<file path="config.mk">
export PLATFORM = sky130hd
export DESIGN_NAME = glitch_gen_top
export DESIGN_NICKNAME = d
export VERILOG_FILES = /design/src/rtl/glitch_gen_top.sv
export SDC_FILE = /design/constraint.sdc
export NUM_CORES = 1
export LEC_CHECK = 0
export CAP_MARGIN = 20
export CORE_UTILIZATION = 30
export DETAILED_ROUTE_END_ITERATION = 16
export PLACE_DENSITY = 0.48
export SYNTH_ARGS = -nofsm -noshare
export SYNTH_HDL_FRONTEND = slang
export SYNTH_SLANG_ARGS = --single-unit
</file>
<file path="constraint.sdc">
create_clock -name CLK -period 4.8 [get_ports CLK]
set_input_delay 1.2 -clock CLK [delete_from_list [all_inputs] [get_ports CLK]]
set_output_delay 1.2 -clock CLK [all_outputs]
set_load 0.02 [all_outputs]
</file>
<file path="src/rtl/glitch_gen_top.sv">
// Clock-glitch generator: CLK/2 reference clock, CLK/DIV target clock, and one
// delayed extra high pulse per trigger. Optional feature macro: RETRIGGER_EN.
module glitch_gen_top #(
  parameter int DIV         = 12,
  parameter int LOCK_CYCLES = 1024,
  parameter int DELAY       = 16,
  parameter int GLITCH_W    = 1
) (
  input  logic CLK,
  input  logic RST_N,
  input  logic PMOD2,
  output logic PMOD1,
  output logic PMOD3,
  output logic D4,
  output logic D5
);

  localparam int LW = (LOCK_CYCLES > 2) ? $clog2(LOCK_CYCLES) : 1;
  localparam int DW = $clog2(DIV);
  localparam int PW = $clog2(DELAY + 1);

  localparam logic [LW-1:0] LOCK_LAST = LW'(LOCK_CYCLES - 1);
  localparam logic [DW-1:0] DIV_LAST  = DW'(DIV - 1);
  localparam logic [DW-1:0] HALF      = DW'(DIV / 2);
  localparam logic [DW-1:0] G_START   = DW'(3 * DIV / 4);
  localparam logic [DW-1:0] G_END     = DW'(3 * DIV / 4 + GLITCH_W - 1);
  localparam logic [PW-1:0] PCNT_LAST = PW'(DELAY - 1);

  typedef enum logic [2:0] {
    S_LOCKING,
    S_ARMED,
    S_DELAYING,
    S_GLITCH,
    S_DONE
  } state_t;

  state_t          state_q, state_d;
  logic [LW-1:0]   lock_cnt_q, lock_cnt_d;
  logic [DW-1:0]   dcnt_q, dcnt_d;
  logic [PW-1:0]   pcnt_q, pcnt_d;
  logic            d5_q, d5_d;
  logic            d4_q, d4_d;
  logic            pmod1_q, pmod1_d;
  logic            pmod3_q, pmod3_d;
  logic            sync1_q, sync2_q, prev_q;
  logic            wrap, trig, glitch_on;

  always_comb begin
    lock_cnt_d = lock_cnt_q;
    d5_d       = d5_q;
    if (!d5_q) begin
      if (lock_cnt_q == LOCK_LAST) d5_d = 1'b1;
      else                         lock_cnt_d = lock_cnt_q + 1'b1;
    end

    dcnt_d = '0;
    if (d5_q) dcnt_d = (dcnt_q == DIV_LAST) ? '0 : dcnt_q + 1'b1;
    wrap = d5_q && (dcnt_q == DIV_LAST);
    trig = sync2_q && !prev_q;

    state_d = state_q;
    pcnt_d  = pcnt_q;
    case (state_q)
      S_LOCKING: if (d5_q) state_d = S_ARMED;
      S_ARMED: begin
        if (trig) begin
          state_d = S_DELAYING;
          pcnt_d  = '0;
        end
      end
      S_DELAYING: begin
        if (wrap) begin
          if (pcnt_q == PCNT_LAST) state_d = S_GLITCH;
          else                     pcnt_d  = pcnt_q + 1'b1;
        end
      end
      S_GLITCH: if (dcnt_q == G_END) state_d = S_DONE;
      S_DONE: begin
`ifdef RETRIGGER_EN
        state_d = S_ARMED;
`else
        state_d = S_DONE;
`endif
      end
      default: state_d = S_LOCKING;
    endcase

    // Outputs are computed from next-state values so the registered PMOD3
    // lines up with the registered dcnt it is derived from.
    glitch_on = (state_q == S_GLITCH) && (dcnt_d >= G_START) && (dcnt_d <= G_END);
    pmod1_d   = d5_q ? !pmod1_q : 1'b0;
    pmod3_d   = d5_d && ((dcnt_d < HALF) || glitch_on);
    d4_d      = (state_d == S_ARMED);
  end

  always_ff @(posedge CLK or negedge RST_N) begin
    if (!RST_N) begin
      state_q    <= S_LOCKING;
      lock_cnt_q <= '0;
      dcnt_q     <= '0;
      pcnt_q     <= '0;
      d5_q       <= 1'b0;
      d4_q       <= 1'b0;
      pmod1_q    <= 1'b0;
      pmod3_q    <= 1'b0;
      sync1_q    <= 1'b0;
      sync2_q    <= 1'b0;
      prev_q     <= 1'b0;
    end else begin
      state_q    <= state_d;
      lock_cnt_q <= lock_cnt_d;
      dcnt_q     <= dcnt_d;
      pcnt_q     <= pcnt_d;
      d5_q       <= d5_d;
      d4_q       <= d4_d;
      pmod1_q    <= pmod1_d;
      pmod3_q    <= pmod3_d;
      sync1_q    <= PMOD2;
      sync2_q    <= sync1_q;
      prev_q     <= sync2_q;
    end
  end

  assign PMOD1 = pmod1_q;
  assign PMOD3 = pmod3_q;
  assign D4    = d4_q;
  assign D5    = d5_q;

endmodule

</file>
==> metrics, run 1 <==
core region area=about 0.0044 mm^2; P&R area growth vs syn=15.8%; Final min period=between 2 and 3 ns; CTS H-tree depth=2; DR WL/cell=14.0 um; CTS sink cnt=29; setup TNS=0 ns; clk root buf=clkbuf_8; initial core utilization=0.314; min-delay worst type=flip-flop to flip-flop; largest family of logic cells by synthesized area=simple AND/OR/NAND/NOR gates; fmax=around 380 MHz; Synth area leader=dfrtp_1; DP HPWL=slightly below 2 mm; Synth top area share=0.528; Worst Hold Endpoint=sync2_q$_DFF_PN0_; vias in the first global route=between 900 and 1k; GRT met3 Usage=0.0480; CP max stage delay=roughly 0.66 ns; CP Cell Sequence=clkdlybuf4s50_1; commonest non-fill, non-tap cell in the layout=dfrtp_1; Ant. Diodes=0; full die area=0.00486 mm^2; Synth cell types=37; Post-Synthesis Cells=130; Buf/Inv on CP=1; crit path DAT=~1.4 ns; final setup fails=0; Clock Latency Late Sink=about 0.28 ns; Synthesized Nets=roughly 140; post-synthesis compound-gate area fraction=0.116; met1 Track Usage GR=0.172; Filler cells=between 400 and 500; Via density=5.05; DRT Pass-1 Iters=2; Async SR Flop Fraction=1.00; gpl congestion=~0.75; Yosys warning count=0; overall routing resource usage=0.130; R2R Path End=pcnt_q[2]$_DFFE_PN0P_; Worst Skew=0.00698 ns; clk slew on worst S/H paths=about 0.060 ns; Die Y=roughly 70 um; adder-cell share of the synthesized area=0.0455; max-slew violations=0; Final Hold Fails=0; most frequent cells in the layout=dfrtp_1, a21oi_1, nand2_1, nand3_1; Hold Crit Depth=0; CTS buffer count=5; outcome=complete, no violations; Slowest cell on crit path=clkdlybuf4s50_1; largest net degree at the start of global routing=22; vias post-DR=a little under 1k; first-pass GRT wire length=4.77 mm; xor and xnor area share after synthesis=0.0510; grt total ovfl=0; number of synthesized flops with an enable pin=0; Port-buffer cells=6; CTS Buffer Depth=2; Slew @ Worst Pin=around 0.54 ns; CTS tree=yes; Max Cap Viol=0; crit end category=output pin; power density cells=roughly 280 mW/mm^2; crit path kind=flip-flop to output pin; startpoint types=flip-flop; R2R Setup Slk=2.97 ns; Most Used Layer, Global Route=met2; worst-path fanout max=9; Synth Flop Type=dfrtp_1; Critical path origin=D5$_DFF_PN0_; FF+latch count, synth=29; reg2reg start=pcnt_q[0]$_DFFE_PN0P_; fraction of layout cells with a size suffix above 1=0.0909; Critical Path RT=about 3.6 ns; Max-Slew Margin vs Limit=0.641; Routed Antenna Nets=0; Die X=69.7 um; initial antenna violation count=0; Synth Area in Simple Gates=0.218; Nets=150; CTS Hold Bufs=0; DRC Markers=0; row cnt=24; CTS resizes=0; unrepaired setup endpoints after global routing=false; Syn Area/Cell=roughly 11 um^2; mux contribution to synthesized area=0.0155; met2 GRT Util=0.186; Power Total=around 0.45 mW; largest delay contributor family on the critical path=buffers and inverters; P_leak=~0.70 nW; final WL=about 2.7 mm; maximum vdd drop=0.000150 V; setup bufs post-CTS=0; HP Start=sync1_q$_DFF_PN0_; synth top area cells=dfrtp_1, ha_1, a21oi_1; register area share after synthesis=0.528; Boundary Pins=7; synthesized area=0.00138 mm^2; worst-case reg-to-reg path depth=6; Final Cycle Share=0.548; DRT iter0 DRCs=44
==> worst max-delay path by stage <==
stage          cells past startpoint                        end
2_1_floorplan                      0                         D5
3_5_place_dp                       2  lock_cnt_q[6]$_DFFE_PN0P_
6_report                           1                         D5
3_3_place_gp                       2  lock_cnt_q[1]$_DFFE_PN0P_
5_1_grt                            1                         D5
4_1_cts                            1                         D5
==> flip-flops by register name, indices dropped and copies added (netlist names) <==
signal and count:
state_q 3, sync2_q 1, pcnt_q 5, prev_q 1, PMOD1 1, dcnt_q 4, D4 1, PMOD3 1
lock_cnt_q 10, sync1_q 1, D5 1
==> synthesized netlist by cell type, drive strengths merged, types with 2 or more instances <==
master  instances
xnor2           5
a31oi           2
nor3            3
nand2b          3
inv             6
nor2            7
ha              5
nor2b           3
o21ai           2
nand2          10
dfrtp          29
nand3          10
clkbuf          2
a21oi          10
nand4b          2
or3b            2
and3            7
o31ai           2
xor2            3
==> cell type report <==
type                    count  area [um^2]  share of cell area
clock buffers               6         72.6              0.0456
clock inverters             2         10.0             0.00628
inverters                   6         22.5              0.0141
multi-input cells          92          614               0.386
flip-flops and latches     29          726               0.456
well taps                  52         65.1              0.0408
repair buffers              8         82.6              0.0518
==> per-stage QoR <==
step / setup WS, ns / hold slack (ns) / cells / utilization / instance area (um^2)
after detailed placement: 2.25 / 0.345 / 186 / 0.341 / 1500
final: 2.17 / 0.358 / 195 / 0.363 / 1590
after global routing: 2.08 / 0.373 / 195 / 0.363 / 1590
after CTS: 2.16 / 0.361 / 194 / 0.360 / 1580
after floorplan: 3.09 / 0.331 / 130 / - / 1380
after global placement: 2.28 / 0.339 / 186 / 0.341 / 1500
==> report_power, final <==
group / internal [mW] / leakage, nW / switching [mW]
Combinational: 0.00329 / 0.274 / 0.00561
Sequential: 0.246 / 0.384 / 0.000363
Clock: 0.100 / 0.0450 / 0.0909
==> cell families after synthesis <==
kind of cell / Yosys count
AOI/OAI and AO/OA: 24
xor gates and xnor gates: 8
adders and majority gates: 5
muxes: 2
and+or+nand+nor: 53
DFF: 29
buffers and inverters: 9
==> layer usage <==
| metal | wire, um | part of all wire |
|---|---|---|
| met2 | 1200 | 0.44 |
| met4 | 56 | 0.020 |
| met1 | 1400 | 0.51 |
| met3 | 81 | 0.030 |
| met5 | 0 | 0 |
No activity file was read; power rests on OpenSTA's default activity.
==> run 2, diff against run 1 <==
--- a/config.mk
+++ b/config.mk
@@ -8,7 +8,7 @@
 export CAP_MARGIN = 20
 export CORE_UTILIZATION = 30
 export DETAILED_ROUTE_END_ITERATION = 16
-export PLACE_DENSITY = 0.48
+export PLACE_DENSITY = 0.49
 export SYNTH_ARGS = -nofsm -noshare
 export SYNTH_HDL_FRONTEND = slang
 export SYNTH_SLANG_ARGS = --single-unit
==> constraint.sdc (replaced) <==
create_clock -name CLK -period 2.35 [get_ports CLK]
set_input_delay 0.5875 -clock CLK [delete_from_list [all_inputs] [get_ports CLK]]
set_output_delay 0.5875 -clock CLK [all_outputs]
set_load 0.02 [all_outputs]
==> run 2 against run 1 <==
  * Clock skew increased by 0.0022 ns
  * Largest cell class unchanged
  * Critical path depth did not move
  * Utilization fell by 0.34 points
  * Flip-flop and latch count did not move
  * Clock power grew 100%
  * Setup slack got worse by 1.8 ns
  * Global-route usage down 1.5 points
  * Final cell count decreased by 0.51%
  * Power grew 100%
  * Combinational power rose by 70%
  * Sequential power grew 100%
  * Worst hold slack better by 0.0033 ns
  * Critical endpoint unchanged
==> metrics, run 2 (synthesis results as in run 1) <==
Final Hold Fails=0; full die area=a little under 0.005 mm^2; Via density=roughly 5; maximum vdd drop=between 0.0003 and 0.0004 V; clk root buf=clkbuf_8; met2 wire len=approximately 1.2 mm; Boundary Pins=7; P_leak=~0.7 nW; max reg flops=10; setup bufs post-CTS=0; Buf/Inv on CP=1; gpl congestion=between 0.7 and 0.8; Final min period=between 2 and 2.5 ns; min-delay worst type=flip-flop to flip-flop; Met1 Wirelength=roughly 1.3 mm; Max-Slew Margin vs Limit=0.697; CTS tree=yes; largest delay contributor family on the critical path=buffers and inverters; CTS Hold Bufs=0; final std cells w/o fill=194; grt total ovfl=0; setup TNS=0 ns; max-slew violations=0; multi-input gate area in the final layout=614 um^2; Reg with most FFs=lock_cnt_q; Critical Path RT=between 1.5 and 2 ns; Critical path origin=D5$_DFF_PN0_; outcome=complete, no violations; clk slew on worst S/H paths=around 0.060 ns; FF/Latch Area=726 um^2; CP Cell Sequence=clkdlybuf4s50_1; CTS resizes=0; crit end category=output pin; crit path DAT=about 1.4 ns; commonest non-fill, non-tap cell in the layout=dfrtp_1; largest net degree at the start of global routing=30; startpoint types=flip-flop; DR WL/cell=roughly 13 um; core region area=roughly 0.0044 mm^2; P&R area growth vs syn=14.7%; Worst Skew=~0.0092 ns; vias post-DR=just under 1k; final setup fails=0; DRC Markers=0; crit path kind=flip-flop to output pin; overall routing resource usage=0.114; HP Start=sync1_q$_DFF_PN0_; Top Layer Used=met4; Final Cycle Share=0.851; power density cells=around 570 mW/mm^2; CP max stage delay=roughly 0.66 ns; most frequent cells in the layout=dfrtp_1, a21oi_1, nand2_1, nand3_1; first-pass GRT wire length=between 4 and 5 mm; final hold slack=between 0.3 and 0.4 ns; final WL=2.57 mm; Slowest cell on crit path=clkdlybuf4s50_1; Filler cells=about 440; vias in the first global route=963; CTS H-tree depth=2; worst slack, placed=~0.59 ns; Slew @ Worst Pin=around 0.45 ns; CTS sink cnt=29; DRT iter0 DRCs=60; Final Instance Area=approximately 0.0016 mm^2; DP HPWL=about 1.8 mm; Routed Antenna Nets=0; Port-buffer cells=6; fmax=500 MHz; DRT Pass-1 Iters=4; row cnt=24; Placed Area=between 0.001 and 0.0015 mm^2; met3 wire len=approximately 100 um; reg2reg start=pcnt_q[0]$_DFFE_PN0P_; unrepaired setup endpoints after global routing=false; CTS Buffer Depth=2; Max Cap Viol=0; registers with the most flip-flops=lock_cnt_q: 10 flops, pcnt_q: 5 flops, dcnt_q: 4 flops; Clock Latency Late Sink=about 0.27 ns; DP Cell Count=~190; Die Y=around 70 um; fraction of layout cells with a size suffix above 1=0.0845; Die X=between 60 and 70 um; Setup WS post-layout=~0.35 ns; Nets=approximately 150; CTS buffer count=5; worst-path fanout max=9; Ant. Diodes=0; initial antenna violation count=0; initial core utilization=0.314
-- run 2: final timing paths --
| check | end | slack [ns] | depth (start not counted) |
|---|---|---|---|
| worst max register to register | pcnt_q[2]$_DFFE_PN0P_ | 0.56 | 6 |
| max in group asynchronous | lock_cnt_q[3]$_DFFE_PN0P_ | 1.38 | 2 |
| worst min register to register | sync2_q$_DFF_PN0_ | 0.36 | 0 |
| min in group asynchronous | pcnt_q[2]$_DFFE_PN0P_ | 0.69 | 2 |
| worst min-delay path | sync2_q$_DFF_PN0_ | 0.36 | 0 |
| worst max-delay path | D5 | 0.35 | 1 |
-- run 2: power by group --
group / total (mW) / internal [mW] / switching [mW]
Clock: 0.387 / 0.205 / 0.182
Sequential: 0.503 / 0.502 / 0.000830
Combinational: 0.0151 / 0.00447 / 0.0106
-- run 2: layout make-up --
cell class,count,share of cell area
flip-flops and latches,29,0.460
multi-input cells,92,0.389
clock buffers,6,0.0460
repair buffers,7,0.0428
well taps,52,0.0412
inverters,6,0.0143
clock inverters,2,0.00634
-- run 2: through the flow --
step,power [mW],util
after CTS,0.922,0.360
final,0.905,0.360
after detailed placement,0.528,0.341
after global routing,0.943,0.360
after floorplan,0.513,-
after global placement,0.528,0.341
-- run 2: metal layers --
layer	vias to the layer above	GRT usage
met4	0	0.0444
met2	12	0.183
li1	488	-
met1	462	0.144
met5	-	0
met3	2	0.0363
==> variant: new RTL, settings of run 1 <==
Reset style: synchronous (`RST_N`), changed in one clocked block.
--- a/src/rtl/glitch_gen_top.sv
+++ b/src/rtl/glitch_gen_top.sv
@@ -93,7 +93,7 @@
     d4_d      = (state_d == S_ARMED);
   end
 
-  always_ff @(posedge CLK or negedge RST_N) begin
+  always_ff @(posedge CLK) begin
     if (!RST_N) begin
       state_q    <= S_LOCKING;
       lock_cnt_q <= '0;
Behaviour: same outputs for any inputs over 10 cycles, from zero or initial values and one cycle with RST_N low; that may be too few to reach the edited logic, so the function may still have changed.
==> variant against run 1 <==
Power grew 7.7%; sequential cell count is the same; count of clock-buffer cells in the layout grew 1; setup slack lost 0.032 ns; global-route usage grew 0.26 points; wire length shrank 8.0%; synthesized area shrank 3.7%; final area shrank 4.1%; critical path type is now in -> reg; critical endpoint is now D4; largest cell class is now multi-input gates; highest routed layer unchanged.
==> variant: results (changes against run 1) <==
[layout]
largestRegisters=lock_cnt_q x10, pcnt_q x5, dcnt_q x4  ; unchanged
num-nets-final=162  ; was 150
drive_gt1_share_pct=9.03  ; was 9.09%

[place]
place_area_sq_mm=0.00143  ; was 0.00150 sq mm
post-dp-hpwl_um=1740  ; was 1980 um
routabilityCongestion=0.762  ; was 0.748

[sta]
clock_skew_ns=0.00250  ; was 0.00698 ns
relSlewSlack_pct=58.0  ; was 64.1%
fin_hold_ws_ns=0.416  ; was 0.358 ns

[synthesis]
synth.distinct_cells=42  ; was 37
syn_nets=154  ; was 138
synth-main-ff-cell=dfxtp_1  ; was dfrtp_1
synthTopCellsByArea=dfxtp_1, ha_1, o21ai_0  ; was dfrtp_1, ha_1, a21oi_1
yosys_warnings=0  ; unchanged
ys_seq_area_share_pct=43.9  ; was 52.8%
async_flop_share_pct=0  ; was 100%
yosys-top-cells-count=dfxtp_1, o21ai_0, a21oi_1, nand2_1, nor2_1  ; was dfrtp_1, a21oi_1, nand2_1, nand3_1

[grt]
grt_pass1_vias=1023  ; was 974
grt_util_all_layers_pct=13.2  ; was 13.0%
grt_use_met3_pct=4.00  ; was 4.80%
grt_pass1_wl_um=4360  ; was 4770 um
gr-usage-met2_pct=19.9  ; was 18.6%
use_met1_pct=15.6  ; was 17.2%
grt_max_degree=23  ; was 22

[detailed_routing]
routed_wl_um=2520  ; was 2740 um
via_per_inst=5.22  ; was 5.05
firstDrtPassIters=4  ; was 2
drtIter0Drc=56  ; was 44

[clock_tree]
clock_latency_ns=0.28  ; about the same

[min_path]
hold_path.class=reg -> reg  ; unchanged

[worst_setup_path]
critPathMaxFanout=22  ; was 9
crit_slowest_cell=clkdlybuf4s50_1  ; unchanged
reg2reg_slack_ns=3.04  ; was 2.97 ns
critPathMaxStageDelay_ns=0.87  ; was 0.66 ns
crit_arrival_ns=2.87  ; was 1.43 ns

[outcome]
status=complete, no violations  ; unchanged

[pwr]
leakage_nw=0.577  ; was 0.703 nW
ir_worst_vdd_mv=0.141  ; was 0.150 mV

variant: worst paths after layout:
check	from	end	cells after the start
worst min-delay path	PMOD1	PMOD1	1
worst max register to register	state_q[1]	pcnt_q[2]	4
worst min register to register	PMOD1	PMOD1	1
worst max-delay path	RST_N	D4	3
variant: worst max-delay path, delay by kind of cell:
family                 cells  cell delay (ns)
AND/OR/NAND/NOR            1             0.66
buffers and inverters      1             0.87
AO/OA/AOI/OAI              1             0.14
variant: power by group:
group / internal, mW / switching (mW)
clock network: 0.129 / 0.0935
registers: 0.244 / 0.00231
logic: 0.00585 / 0.00562
total: 0.379 / 0.101
variant: kinds of logic (layout without fill, tap and decap cells):
family,count (synthesis),count (layout),synth area share [%]
DFF,29,29,43.9
adders and majority gates,5,5,4.73
buffers and inverters,11,20,3.21
AOI/OAI and AO/OA,38,38,17.5
xor gates and xnor gates,1,1,0.662
and+or+nand+nor,60,60,28.5
muxes,2,2,1.51
variant: layer usage:
layer | share of wire, % | vias to the layer above
li1 | - | 560
met1 | 50 | 493
met2 | 44 | 11
met3 | 2.8 | 7
met4 | 3.1 | 0
met5 | 0 | -
variant: per-stage QoR:
| step | setup WS [ns] | cells |
|---|---|---|
| final | 2.14 | 205 |
| after global routing | 2.00 | 205 |
| after CTS | 2.12 | 205 |
| after detailed placement | 1.82 | 197 |
| after global placement | 1.86 | 197 |
| after floorplan | 2.85 | 146 |
variant: final cells by class:
class,count,area [sq um]
tap,50,62.6
timing repair buffer,6,60.1
multi-input combinational,106,701
clock inverter,1,5.00
sequential,29,581
fill,439,2590
clock buffer,7,96.3
inverter,6,22.5
